<file path="src/rtl/bram_arb_pkg.sv">
// Shared encodings for the BRAM port-B arbiter: FSM states and read-return tags.
package bram_arb_pkg;

    typedef enum logic [1:0] {
        ST_IDLE  = 2'd0,
        ST_BURST = 2'd1,
        ST_DRAIN = 2'd2
    } state_e;

    typedef enum logic [1:0] {
        TAG_NONE = 2'd0,
        TAG_VID  = 2'd1,
        TAG_IO   = 2'd2
    } tag_e;

    typedef struct packed {
        tag_e tag;
        logic last;
    } rd_tag_t;

    localparam rd_tag_t RD_TAG_IDLE = '{tag: TAG_NONE, last: 1'b0};

endpackage

</file>
<file path="src/rtl/bram_rd_tag_pipe.sv">
// Two-stage tag delay matching the port-B read latency (address register + BRAM register).
module bram_rd_tag_pipe
    import bram_arb_pkg::*;
(
    input  logic    clk,
    input  logic    rst_n,
    input  rd_tag_t tag_i,
    output rd_tag_t tag_o
);

    rd_tag_t tag_p0_q;
    rd_tag_t tag_p1_q;

    always_ff @(posedge clk or negedge rst_n) begin
        if (!rst_n) begin
            tag_p0_q <= RD_TAG_IDLE;
            tag_p1_q <= RD_TAG_IDLE;
        end else begin
            tag_p0_q <= tag_i;
            tag_p1_q <= tag_p0_q;
        end
    end

    assign tag_o = tag_p1_q;

endmodule

</file>
<file path="src/rtl/bram_portb_arbiter.sv">
// Shares BRAM port B between a prioritised video burst reader and a single-word I/O
// requester; a starvation counter forces an I/O slot after STARVE_MAX blocked video beats.
module bram_portb_arbiter
    import bram_arb_pkg::*;
#(
    parameter int ADDR_W     = 16,
    parameter int DATA_W     = 16,
    parameter int BURST_LEN  = 8,
    parameter int STARVE_MAX = 4
) (
    input  logic              clk,
    input  logic              reset,
    input  logic              vid_start,
    input  logic [ADDR_W-1:0] vid_base,
    output logic              vid_busy,
    output logic              vid_rvalid,
    output logic [DATA_W-1:0] vid_rdata,
    output logic              vid_done,
    input  logic              io_req,
    input  logic              io_we,
    input  logic [ADDR_W-1:0] io_addr,
    input  logic [DATA_W-1:0] io_wdata,
    output logic              io_gnt,
    output logic              io_rvalid,
    output logic [DATA_W-1:0] io_rdata,
    output logic [ADDR_W-1:0] addr_b,
    output logic [DATA_W-1:0] data_b,
    output logic              we_b,
    input  logic [DATA_W-1:0] q_b
);

    localparam int CNT_W = (BURST_LEN > 1) ? $clog2(BURST_LEN) : 1;
    localparam int SW    = $clog2(STARVE_MAX + 1);
    localparam logic [CNT_W-1:0] LAST_BEAT  = CNT_W'(BURST_LEN - 1);
    localparam logic [SW-1:0]    STARVE_TOP = SW'(STARVE_MAX);

    state_e            state_q, state_d;
    logic [CNT_W-1:0]  beat_q, beat_d;
    logic [ADDR_W-1:0] base_q, base_d;
    logic [SW-1:0]     starve_q, starve_d;
    logic [ADDR_W-1:0] addr_q, addr_d;
    logic [DATA_W-1:0] data_q, data_d;
    logic              we_q, we_d;
    logic              vid_issue;
    rd_tag_t           tag_in, tag_out;

    always_comb begin
        state_d   = state_q;
        beat_d    = beat_q;
        base_d    = base_q;
        starve_d  = starve_q;
        addr_d    = addr_q;
        data_d    = data_q;
        we_d      = 1'b0;
        io_gnt    = 1'b0;
        vid_issue = 1'b0;
        tag_in    = RD_TAG_IDLE;

        unique case (state_q)
            ST_IDLE: begin
                io_gnt = io_req;
                if (vid_start) begin
                    state_d = ST_BURST;
                    base_d  = vid_base;
                    beat_d  = '0;
                end
            end
            ST_BURST: begin
                io_gnt    = io_req && (starve_q == STARVE_TOP);
                vid_issue = !io_gnt;
                if (vid_issue) begin
                    addr_d      = base_q + ADDR_W'(beat_q);
                    tag_in.tag  = TAG_VID;
                    tag_in.last = (beat_q == LAST_BEAT);
                    if (beat_q == LAST_BEAT) state_d = ST_DRAIN;
                    else                     beat_d  = beat_q + 1'b1;
                end
            end
            ST_DRAIN: begin
                io_gnt = io_req;
                if (vid_done) state_d = ST_IDLE;
            end
            default: state_d = ST_IDLE;
        endcase

        if (io_gnt) begin
            addr_d     = io_addr;
            data_d     = io_wdata;
            we_d       = io_we;
            tag_in.tag = io_we ? TAG_NONE : TAG_IO;
        end

        // Only beats that actually hold off a waiting requester count toward starvation.
        if (!io_req || io_gnt)                          starve_d = '0;
        else if (vid_issue && starve_q != STARVE_TOP)   starve_d = starve_q + 1'b1;
    end

    always_ff @(posedge clk or negedge reset) begin
        if (!reset) begin
            state_q  <= ST_IDLE;
            beat_q   <= '0;
            base_q   <= '0;
            starve_q <= '0;
            addr_q   <= '0;
            data_q   <= '0;
            we_q     <= 1'b0;
        end else begin
            state_q  <= state_d;
            beat_q   <= beat_d;
            base_q   <= base_d;
            starve_q <= starve_d;
            addr_q   <= addr_d;
            data_q   <= data_d;
            we_q     <= we_d;
        end
    end

    bram_rd_tag_pipe u_tag_pipe (
        .clk   (clk),
        .rst_n (reset),
        .tag_i (tag_in),
        .tag_o (tag_out)
    );

    assign addr_b     = addr_q;
    assign data_b     = data_q;
    assign we_b       = we_q;
    assign vid_busy   = (state_q != ST_IDLE);
    assign vid_rvalid = (tag_out.tag == TAG_VID);
    assign vid_done   = vid_rvalid && tag_out.last;
    assign io_rvalid  = (tag_out.tag == TAG_IO);
    assign vid_rdata  = vid_rvalid ? q_b : '0;
    assign io_rdata   = io_rvalid  ? q_b : '0;

endmodule

</file>
<file path="config.mk">
export PLATFORM = sky130hd
export DESIGN_NAME = bram_portb_arbiter
export DESIGN_NICKNAME = d
export VERILOG_FILES = /design/src/rtl/bram_arb_pkg.sv /design/src/rtl/bram_rd_tag_pipe.sv /design/src/rtl/bram_portb_arbiter.sv
export SDC_FILE = /design/constraint.sdc
export NUM_CORES = 1
export LEC_CHECK = 0
export CAP_MARGIN = 20
export CORE_MARGIN = 2
export CORE_UTILIZATION = 45
export DETAILED_ROUTE_END_ITERATION = 12
export PLACE_DENSITY = 0.9
export SLEW_MARGIN = 20
export SYNTH_ARGS = -nofsm -noshare
export SYNTH_HDL_FRONTEND = slang
export SYNTH_SLANG_ARGS = --single-unit
</file>
<file path="constraint.sdc">
create_clock -name clk -period 5.2 [get_ports clk]
set_clock_uncertainty 0.1 [all_clocks]
set_input_delay 1.04 -clock clk [delete_from_list [all_inputs] [get_ports clk]]
set_output_delay 1.04 -clock clk [all_outputs]
set_load 0.01 [all_outputs]
</file>
After elaboration in Yosys (flattened, before gate mapping)

Cells that the tools add are included.

Output and inout port bits: 70
Register bits after elaboration: 63
Logic and storage cells: 66

Reduce and logical (&&, ||, !) cells: 16
$add $sub $neg: 3
Equality and inequality tests: 13
Multiplexer cells: 23

Operators with widths:

| cell                | number |
|---|---|
| $mux 16             | 5 |
| $add 16x3->16       | 1 |
| $mux 2              | 8 |
| $mux 3              | 5 |
| $ne 2x2->1 const B  | 6 |
| $reduce_and 4->1    | 2 |
| $reduce_bool 2->1   | 4 |
| $add 3x1->3 const B | 2 |
| $eq 3x3->1 const B  | 2 |
| $pmux 2 s3          | 1 |
| $pmux 3 s2          | 1 |
| $eq 2x1->1 const B  | 2 |
| $eq 2x2->1 const B  | 2 |
| $reduce_and 2->1    | 2 |
| $logic_and 1x1->1   | 3 |
| $ne 3x3->1 const B  | 1 |
| $logic_not 1->1     | 2 |
| $logic_not 2->1     | 1 |
| $mux 1              | 2 |
| $pmux 1 s2          | 1 |
| $reduce_or 2->1     | 1 |
| $logic_or 1x1->1    | 1 |

Logic depth before layout (Yosys ltp)

Gate-level depths: netlist (run 1).

Depth after elaboration: 7
Gate-level depth with buffers: 9

By module

Synthesis (run 1) repeated with hierarchy kept, for this count alone.

Cells, all modules: 324
Area total of the unflattened synthesis: 3161.8 um2

By module, submodules not included:

| module             | cells each | area an instance (um2) | instances | seq. area each (um2) |
|---|---|---|---|---|
| bram_portb_arbiter | 318        | 3011.6                 | 1         | 1426.4 |
| bram_rd_tag_pipe   | 6          | 150.1                  | 1         | 150.1 |

Worst setup path after synthesis (run 1)

OpenSTA, ideal clock, no wires.

Path type: input -> output
Start point: in io_req
End point: out io_gnt
Stages on the path: 4
Buffers on the path: 2
Slack: 2448 ps
Arrival time: 1612 ps
Data required time: 4060 ps
Cell sequence: a21bo_1 buf_6 inv_6 buf_2

Word-level cells in the longest chain between the ends: 2

RTL lines:

| element            | line                     | text |
|---|---|---|
| start: declaration | bram_portb_arbiter.sv:19 | `input logic io_req,` |
| $logic_and 1x1->1  | bram_portb_arbiter.sv:69 | `io_gnt = io_req && (starve_q == STARVE_TOP);` |
| $pmux 1 s2 (*)     | bram_portb_arbiter.sv:59 | `unique case (state_q)` |
| end: declaration   | bram_portb_arbiter.sv:23 | `output logic io_gnt,` |

Every way passes the cells marked *; elsewhere a longest branch is shown, timed or not.

Worst setup path in the final report (run 1)

Same ends and word-level chain as after synthesis.

==> results of run 1 <==
[cells by family after synthesis]
group | after synthesis
simple gates | 136
flops | 63
compound gates | 45
buf+inv | 18
mux | 17
xor+xnor | 14
fa+ha+maj | 8
[state kept, by name (all words and copies together) (netlist names)]
name                 cells
data_b                  16
u_tag_pipe.tag_p0_q      3
base_q                  16
we_b                     1
addr_b                  16
state_q                  2
starve_q                 3
u_tag_pipe.tag_o         3
beat_q                   3
[path summary, 6_finish.rpt]
kind,slack (ns),cells past startpoint,end,from
worst max-delay path,1.15,5,io_gnt,io_req
worst min-delay path,0.25,0,u_tag_pipe.tag_o[1],u_tag_pipe.tag_p0_q[1]
worst max register to register,2.94,7,addr_b[8],beat_q[0]
worst min register to register,0.25,0,u_tag_pipe.tag_o[1],u_tag_pipe.tag_p0_q[1]
max in group asynchronous,3.70,2,starve_q[0],reset
min in group asynchronous,0.78,2,base_q[9],reset
[cell usage in the layout (no fill, tap or decap), drive strengths merged, types with 2 or more instances in the layout]
cell and count:
a21o 2, nand2 67, xnor2 5, inv 5
clkinv 2, dfrtp 63, bufinv 2, o21ai 16
xor2 9, nor3 3, nor2b 2, and2 34
clkinvlp 2, a31oi 3, ha 7, a22o 2
clkdlybuf4s50 137, nand3 4, clkbuf 10, mux2 17
a21oi 6, and3 2, buf 4, and4 2
nor2 13, nand4 3, a22oi 9
[worst reg2reg max path: cells and delay by family (launching register included)]
| family | cells | cell delay (ns) |
|---|---|---|
| simple gates | 2 | 0.39 |
| fa+ha+maj | 2 | 0.66 |
| compound gates | 2 | 0.40 |
| flops | 1 | 0.41 |
| xor+xnor | 1 | 0.19 |
[through the flow]
step                      hold WS (ns)  area [um2]  instances  worst slack [ns]  utilization
final                            0.247        4740        525              1.15        0.701
after floorplan                  0.231        3110        301              2.45            -
after global routing             0.258        4740        525              1.07        0.701
after detailed placement         0.235        4520        509              1.15        0.669
after global placement           0.232        4520        509              1.21        0.669
after CTS                        0.250        4740        525              1.15        0.701
[routing by layer]
metal | track usage | up-vias | wire [um]
met1 | 0.267 | 1281 | 3300
li1 | - | 1287 | -
met4 | 0.116 | 0 | 223
met2 | 0.372 | 128 | 4180
met3 | 0.0550 | 22 | 606
met5 | 0 | - | 0
[power groups by stage]
stage	registers (uW)	logic, uW	clock network, uW
floorplan	928	648	0
global placement	901	1180	0
detailed placement	913	1230	0
CTS	907	1230	471
global route	938	1340	497
finish	910	1220	459
[cell type report]
class	instances	area [um2]
Multi-Input combinational cell	220	1420
Clock buffer	10	128
Sequential cell	63	1580
Tap cell	80	100
Timing Repair Buffer	141	1400
Inverter	5	26.3
Clock inverter	6	85.1
Fill cell	492	2020
==> impl_metrics.tcl, run 1 <==
set metrics [dict create \
    cpPeakStageDelay_ns 0.60 \
    combinationalPowerShare 0.471 \
    ios 139 \
    dieArea_um2 7600 \
    p_sw_uw 941 \
    worstHoldPathType "reg2reg" \
    clkPwrFrac 0.177 \
    numCtsBuffers 9 \
    ys_top_cells_by_area "dfrtp_1, nand2_1, and2_1" \
    path_cells "clkdlybuf4s50_1, a21bo_1, buf_4, inv_6, clkdlybuf4s50_1" \
    synth_warnings 0 \
    dieWidth_um 87.2 \
    critPathKind "in2out" \
    ys_dominant_reg_cell "dfrtp_1" \
    synth_top_area_cell "dfrtp_1" \
    slowest_stage "clkdlybuf4s50_1" \
    drcViolationCount 0 \
    grt_pass1_wl_um 12900 \
    fin_tns_setup_ns 0 \
    synthMuxAreaShare 0.0615 \
    synth_nets 378 \
    cap_viol_max_count 0 \
    htreeDepth 3 \
    synth_top_family_by_area "simple AND/OR/NAND/NOR gates" \
    grtUsageTotal 0.223 \
    final_hold_viol_count 0 \
    ctsHoldBuffers 0 \
    cp_common_cell "clkdlybuf4s50_1" \
    crit_fanout 34 \
    irDropWorstVdd_v 0.000314 \
    core-area_um2 6760 \
    grt_overflow 0 \
    synth_most_common_cell "nand2_1" \
    synth_adder_area_share 0.0346 \
    layout-drive-gt1-share 0.117 \
    synth_edf_count 0 \
    cp.required_ns 4.06 \
    synth_area_um2 3110 \
    yosys.area_share.simple 0.226 \
    rows 30 \
    leakagePower_uw 0.00203 \
    clkLatencyLatePin_ns 0.33 \
    start_util 0.461 \
    end_kind "primary output" \
    cp.arrival_ns 2.91 \
    dr_total_vias 2718 \
    intPower_uw 1650 \
    yosysSeqAreaShare 0.506 \
    p_seq_frac 0.351 \
    vias_per_cell 5.18 \
    synth_cell_types 48 \
    cp-start-kind "input pin" \
    clk_transition_reported_paths_ns 0.07 \
    rsz0062_at_grt "false" \
    cts-resized-gates 0 \
    relSlewSlack 0.397 \
    syn_inst 301 \
    syn_avg_cell_area_um2 10.3 \
    dp_hpwl_um 6350 \
    cts_setup_buffers 0 \
    cts.sinks 63 \
    critical_path_buf_inv_count 4 \
    slew_violations 0 \
    routed_wl_um 8300 \
    tightestPinTransition_ns 0.903 \
    io_buffers 138 \
    antenna_cells 0 \
    fmax_mhz 247 \
    status "completed" \
    grt_max_degree 64 \
    power.total_uw 2590 \
    period_needed_ns 4.05 \
    final_nets 517 \
    switching_share 0.363 \
    gp_congestion 0.804 \
    syn_to_final_growth_pct 52.1 \
    tritoncts "built" \
    ant_nets 0 \
    drt_iter0_markers 98 \
    grt_antenna_before_repair 0 \
    synth_seq_cells 63 \
    avgRoutedWirePerCell_um 15.8 \
    async_flop_share 1.00 \
    clockRootBuffer "clkbuf_8" \
    yosys.area.top_type_share 0.506 \
    dr.pass1.iters 4 \
    first_global_vias 2651 \
    die_h_um 87.2 \
    period_share 0.779 \
    synth_compound_area_frac 0.0952 \
    crit_family "buffers and inverters" \
    clk_path_buf_depth 2 \
    cellPowerDensity_nw_per_um2 547 \
    synth_xor_area_frac 0.0394 \
    synthTopCellsByCount "nand2_1, dfrtp_1, and2_1" \
    finalSetupViolations 0 \
]
No activity file was read; power rests on OpenSTA's default activity.
==> inputs of run 2 (changes only) <==
- CORE_UTILIZATION: 45 -> 38
- PLACE_DENSITY: 0.9 -> 0.82
- clock period: 5.2 -> 3.24 ns (I/O delays scaled with it)
==> impl_metrics.tcl, run 2 (synthesized netlist as in run 1, its figures left out) <==
set metrics [dict create \
    status "completed" \
    rows 33 \
    cp.required_ns 2.49 \
    slowest_stage "clkdlybuf4s50_1" \
    finalSetupViolations 0 \
    clockRootBuffer "clkbuf_8" \
    numCtsBuffers 9 \
    clkLatencyLatePin_ns 0.35 \
    grtUsageTotal 0.190 \
    cts_setup_buffers 0 \
    tightestPinTransition_ns 0.587 \
    critPathKind "in2out" \
    routed_wl_um 8350 \
    cp_common_cell "clkdlybuf4s50_1" \
    grt_antenna_before_repair 0 \
    ff2ff_setup_slack_ns 1.01 \
    power.total_uw 4220 \
    cts-resized-gates 0 \
    start_util 0.385 \
    core-area_um2 8090 \
    rsz0062_at_grt "false" \
    dp_hpwl_um 6530 \
    antenna_cells 0 \
    cp.arrival_ns 2.13 \
    mostFrequentLayoutCells "clkdlybuf4s50_1, nand2_1, dfrtp_1" \
    crit_fanout 6 \
    grt_overflow 0 \
    cellPowerDensity_nw_per_um2 875 \
    io_buffers 138 \
    clk_transition_reported_paths_ns 0.08 \
    leakagePower_uw 0.00206 \
    grt_pass1_wl_um 12900 \
    avgRoutedWirePerCell_um 15.1 \
    final_nets 521 \
    r2r_cells 7 \
    relSlewSlack 0.609 \
    dr_total_vias 2689 \
    cap_viol_max_count 0 \
    cp-start-kind "input pin" \
    period_needed_ns 2.88 \
    fin_tns_setup_ns 0 \
    grt_max_degree 49 \
    gp_congestion 0.791 \
    drcViolationCount 0 \
    first_global_vias 2548 \
    ant_nets 0 \
    regArea_um2 1580 \
    tritoncts "built" \
    path_cells "clkdlybuf4s50_1, a21bo_1, inv_6, clkdlybuf4s50_1" \
    end_kind "primary output" \
    period_share 0.889 \
    irDropWorstVdd_v 0.000497 \
    htreeDepth 3 \
    cpPeakStageDelay_ns 0.57 \
    dieArea_um2 8940 \
    multiInputGateArea_um2 1420 \
    fillers 685 \
    drt_iter0_markers 133 \
    die_h_um 94.5 \
    r2r-start "beat_q[0]" \
    syn_to_final_growth_pct 54.7 \
    vias_per_cell 4.85 \
    final_hold_viol_count 0 \
    dr.pass1.iters 4 \
    final_common_cell "clkdlybuf4s50_1" \
    cts.sinks 63 \
    dieWidth_um 94.5 \
    layout-drive-gt1-share 0.127 \
    worstHoldPathType "in2async" \
    clk_path_buf_depth 2 \
    startpoint "io_req" \
    slew_violations 0 \
    ios 139 \
    ctsHoldBuffers 0 \
    fmax_mhz 347 \
]
==> run 2: cell count changes in the layout (fill, tap and decap cells not counted), sizes merged <==
cell    change
buf         +4
clkinv      -1
inv         +1
==> run 2: layout make-up <==
cell class / count / area share
sequential: 63 / 0.327
tap: 105 / 0.0273
timing repair buffer: 145 / 0.297
inverter: 5 / 0.00545
clock inverter: 6 / 0.0192
multi-input combinational: 220 / 0.295
clock buffer: 10 / 0.0286
==> run 2: layer usage <==
layer / vias to the layer above / global-route usage / wire, um
met4: 0 / 0.0688 / 126
met2: 113 / 0.333 / 4250
met1: 1268 / 0.223 / 3280
li1: 1296 / - / -
met5: - / 0 / 0
met3: 12 / 0.0543 / 687
==> run 2: final timing paths <==
check	to
worst max register to register	addr_b[8]
worst min-delay path	data_b[14]
worst max-delay path	io_gnt
min in group clk	u_tag_pipe.tag_o[0]
worst min register to register	u_tag_pipe.tag_o[0]
max in group asynchronous	beat_q[1]
==> run 2: power by group <==
group	internal [uW]	leakage, uW	switching, uW
registers	1160	0.000766	294
logic	1070	0.00119	908
clock network	458	0.000109	326
total	2690	0.00206	1530
==> run 2: per-stage QoR <==
stage / instance area (um2) / utilization / worst slack, ns / instances / hold WS [ns]
2_1_floorplan: 3110 / - / 1.23 / 301 / 0.231
3_3_place_gp: 4580 / 0.566 / 0.378 / 538 / 0.234
3_5_place_dp: 4580 / 0.566 / 0.368 / 538 / 0.239
4_1_cts: 4810 / 0.595 / 0.366 / 554 / 0.255
5_1_grt: 4820 / 0.595 / 0.344 / 554 / 0.242
6_report: 4820 / 0.595 / 0.360 / 554 / 0.199
==> run 2: critical path, delay by kind of cell <==
| family | cells | cell delay (ns) |
|---|---|---|
| AOI/OAI and AO/OA | 1 | 0.29 |
| buffers and inverters | 3 | 1.20 |
==> inputs of run 3 (changes only) <==
- CORE_UTILIZATION: 38 -> 45
- PLACE_DENSITY: 0.82 -> 0.9
- clock period: 3.24 -> 3.4 ns (I/O delays scaled with it)
==> impl_metrics.tcl, run 3 (synthesized netlist as in run 1, its figures left out) <==
set metrics [dict create \
    status "completed" \
    rsz0062_at_grt "false" \
    ff2ff_setup_slack_ns 1.15 \
    combinationalPowerShare 0.470 \
    irDropWorstVdd_v 0.000476 \
    cts_setup_buffers 0 \
    design_area_um2 4770 \
    final_hold_viol_count 0 \
    clk_path_buf_depth 2 \
    cellPowerDensity_nw_per_um2 838 \
    end_kind "primary output" \
    clk_transition_reported_paths_ns 0.07 \
    tritoncts "built" \
    first_global_vias 2713 \
    dieWidth_um 87.2 \
    ios 139 \
    ant_nets 0 \
    dp_hpwl_um 6440 \
    grt_overflow 0 \
    ctsHoldBuffers 0 \
    routed_wl_um 8360 \
    cp.required_ns 2.62 \
    placed_area_um2 4550 \
    fillers 499 \
    dieArea_um2 7600 \
    layout-drive-gt1-share 0.125 \
    finalSetupViolations 0 \
    final_common_cell "clkdlybuf4s50_1" \
    dr.pass1.iters 5 \
    tightestPinTransition_ns 0.550 \
    final_nets 520 \
    grt_pass1_wl_um 13200 \
    r2r-start "beat_q[0]" \
    numCtsBuffers 9 \
    cts-resized-gates 0 \
    fmax_mhz 346 \
    r2r_cells 7 \
    regArea_um2 1580 \
    grt_antenna_before_repair 0 \
    drt_iter0_markers 143 \
    p_sw_uw 1440 \
    clkLatencyLatePin_ns 0.34 \
    cts.sinks 63 \
    multiInputGateArea_um2 1420 \
    vias_per_cell 5.21 \
    fin_tns_setup_ns 0 \
    intPower_uw 2550 \
    io_buffers 138 \
    htreeDepth 3 \
    die_h_um 87.2 \
    critPathKind "in2out" \
    cp-start-kind "input pin" \
    mostFrequentLayoutCells "clkdlybuf4s50_1, nand2_1, dfrtp_1" \
    period_needed_ns 2.89 \
    grtUsageTotal 0.230 \
    start_util 0.461 \
    worstHoldPathType "in2async" \
    leakagePower_uw 0.00206 \
    cap_viol_max_count 0 \
    clockRootBuffer "clkbuf_8" \
    slew_violations 0 \
    core-area_um2 6760 \
    antenna_cells 0 \
    r2r_end "addr_b[8]" \
    drcViolationCount 0 \
    crit_fanout 6 \
    p_seq_frac 0.348 \
    cp.arrival_ns 2.11 \
    clkPwrFrac 0.182 \
    power.total_uw 4000 \
    dr_total_vias 2753 \
    switching_share 0.362 \
    relSlewSlack 0.633 \
    gp_congestion 0.822 \
    syn_to_final_growth_pct 53.1 \
    period_share 0.850 \
    rows 30 \
    grt_max_degree 40 \
    avgRoutedWirePerCell_um 15.8 \
]
-- run 3: cell types whose count changed in the layout (fill, tap and decap cells not counted) --
cell	before	now
buf_2	0	1
inv_6	2	1
clkinvlp_4	2	0
buf_4	8	6
clkinv_2	0	3
-- run 3: cell type report --
class                      instances  area share
clock buffer                      10      0.0289
clock inverter                     6      0.0176
inverter                           5     0.00551
multi-input combinational        220       0.298
sequential                        63       0.331
tap                               80      0.0210
timing repair buffer             144       0.298
-- run 3: metrics by stage --
step	hold slack (ns)	setup WS, ns	util	cells
2_1_floorplan	0.231	1.36	-	301
3_3_place_gp	0.232	0.499	0.673	512
3_5_place_dp	0.236	0.498	0.673	512
4_1_cts	0.220	0.495	0.706	528
5_1_grt	0.244	0.469	0.706	528
6_report	0.219	0.510	0.706	528
-- run 3: critical path: stages --
cell	delay [ns]
clkdlybuf4s50_1	0.55
a21bo_1	0.28
inv_6	0.06
clkdlybuf4s50_1	0.55
-- run 3: power groups by stage --
stage	Clock, uW	Sequential [uW]	Combinational [uW]
finish	726	1390	1880
CTS	738	1390	1900
detailed placement	0	1400	1890
global placement	0	1370	1810
global route	775	1440	2070
floorplan	0	1420	992
-- run 3: worst max path at each step --
stage	endpoint	depth (start not counted)	slack, ns	start
after floorplan	io_gnt	7	1.36	starve_q[0]
after global placement	io_gnt	4	0.50	io_req
after detailed placement	io_gnt	4	0.50	io_req
after CTS	io_gnt	4	0.49	io_req
after global routing	io_gnt	4	0.47	io_req
final	io_gnt	4	0.51	io_req
-- run 3: per-layer routing --
| layer | GRT usage | vias up | wire length (um) |
|---|---|---|---|
| met5 | 0 | - | 0 |
| met4 | 0.0965 | 0 | 131 |
| met3 | 0.0559 | 8 | 671 |
| met2 | 0.406 | 136 | 4390 |
| met1 | 0.266 | 1308 | 3160 |
| li1 | - | 1301 | - |
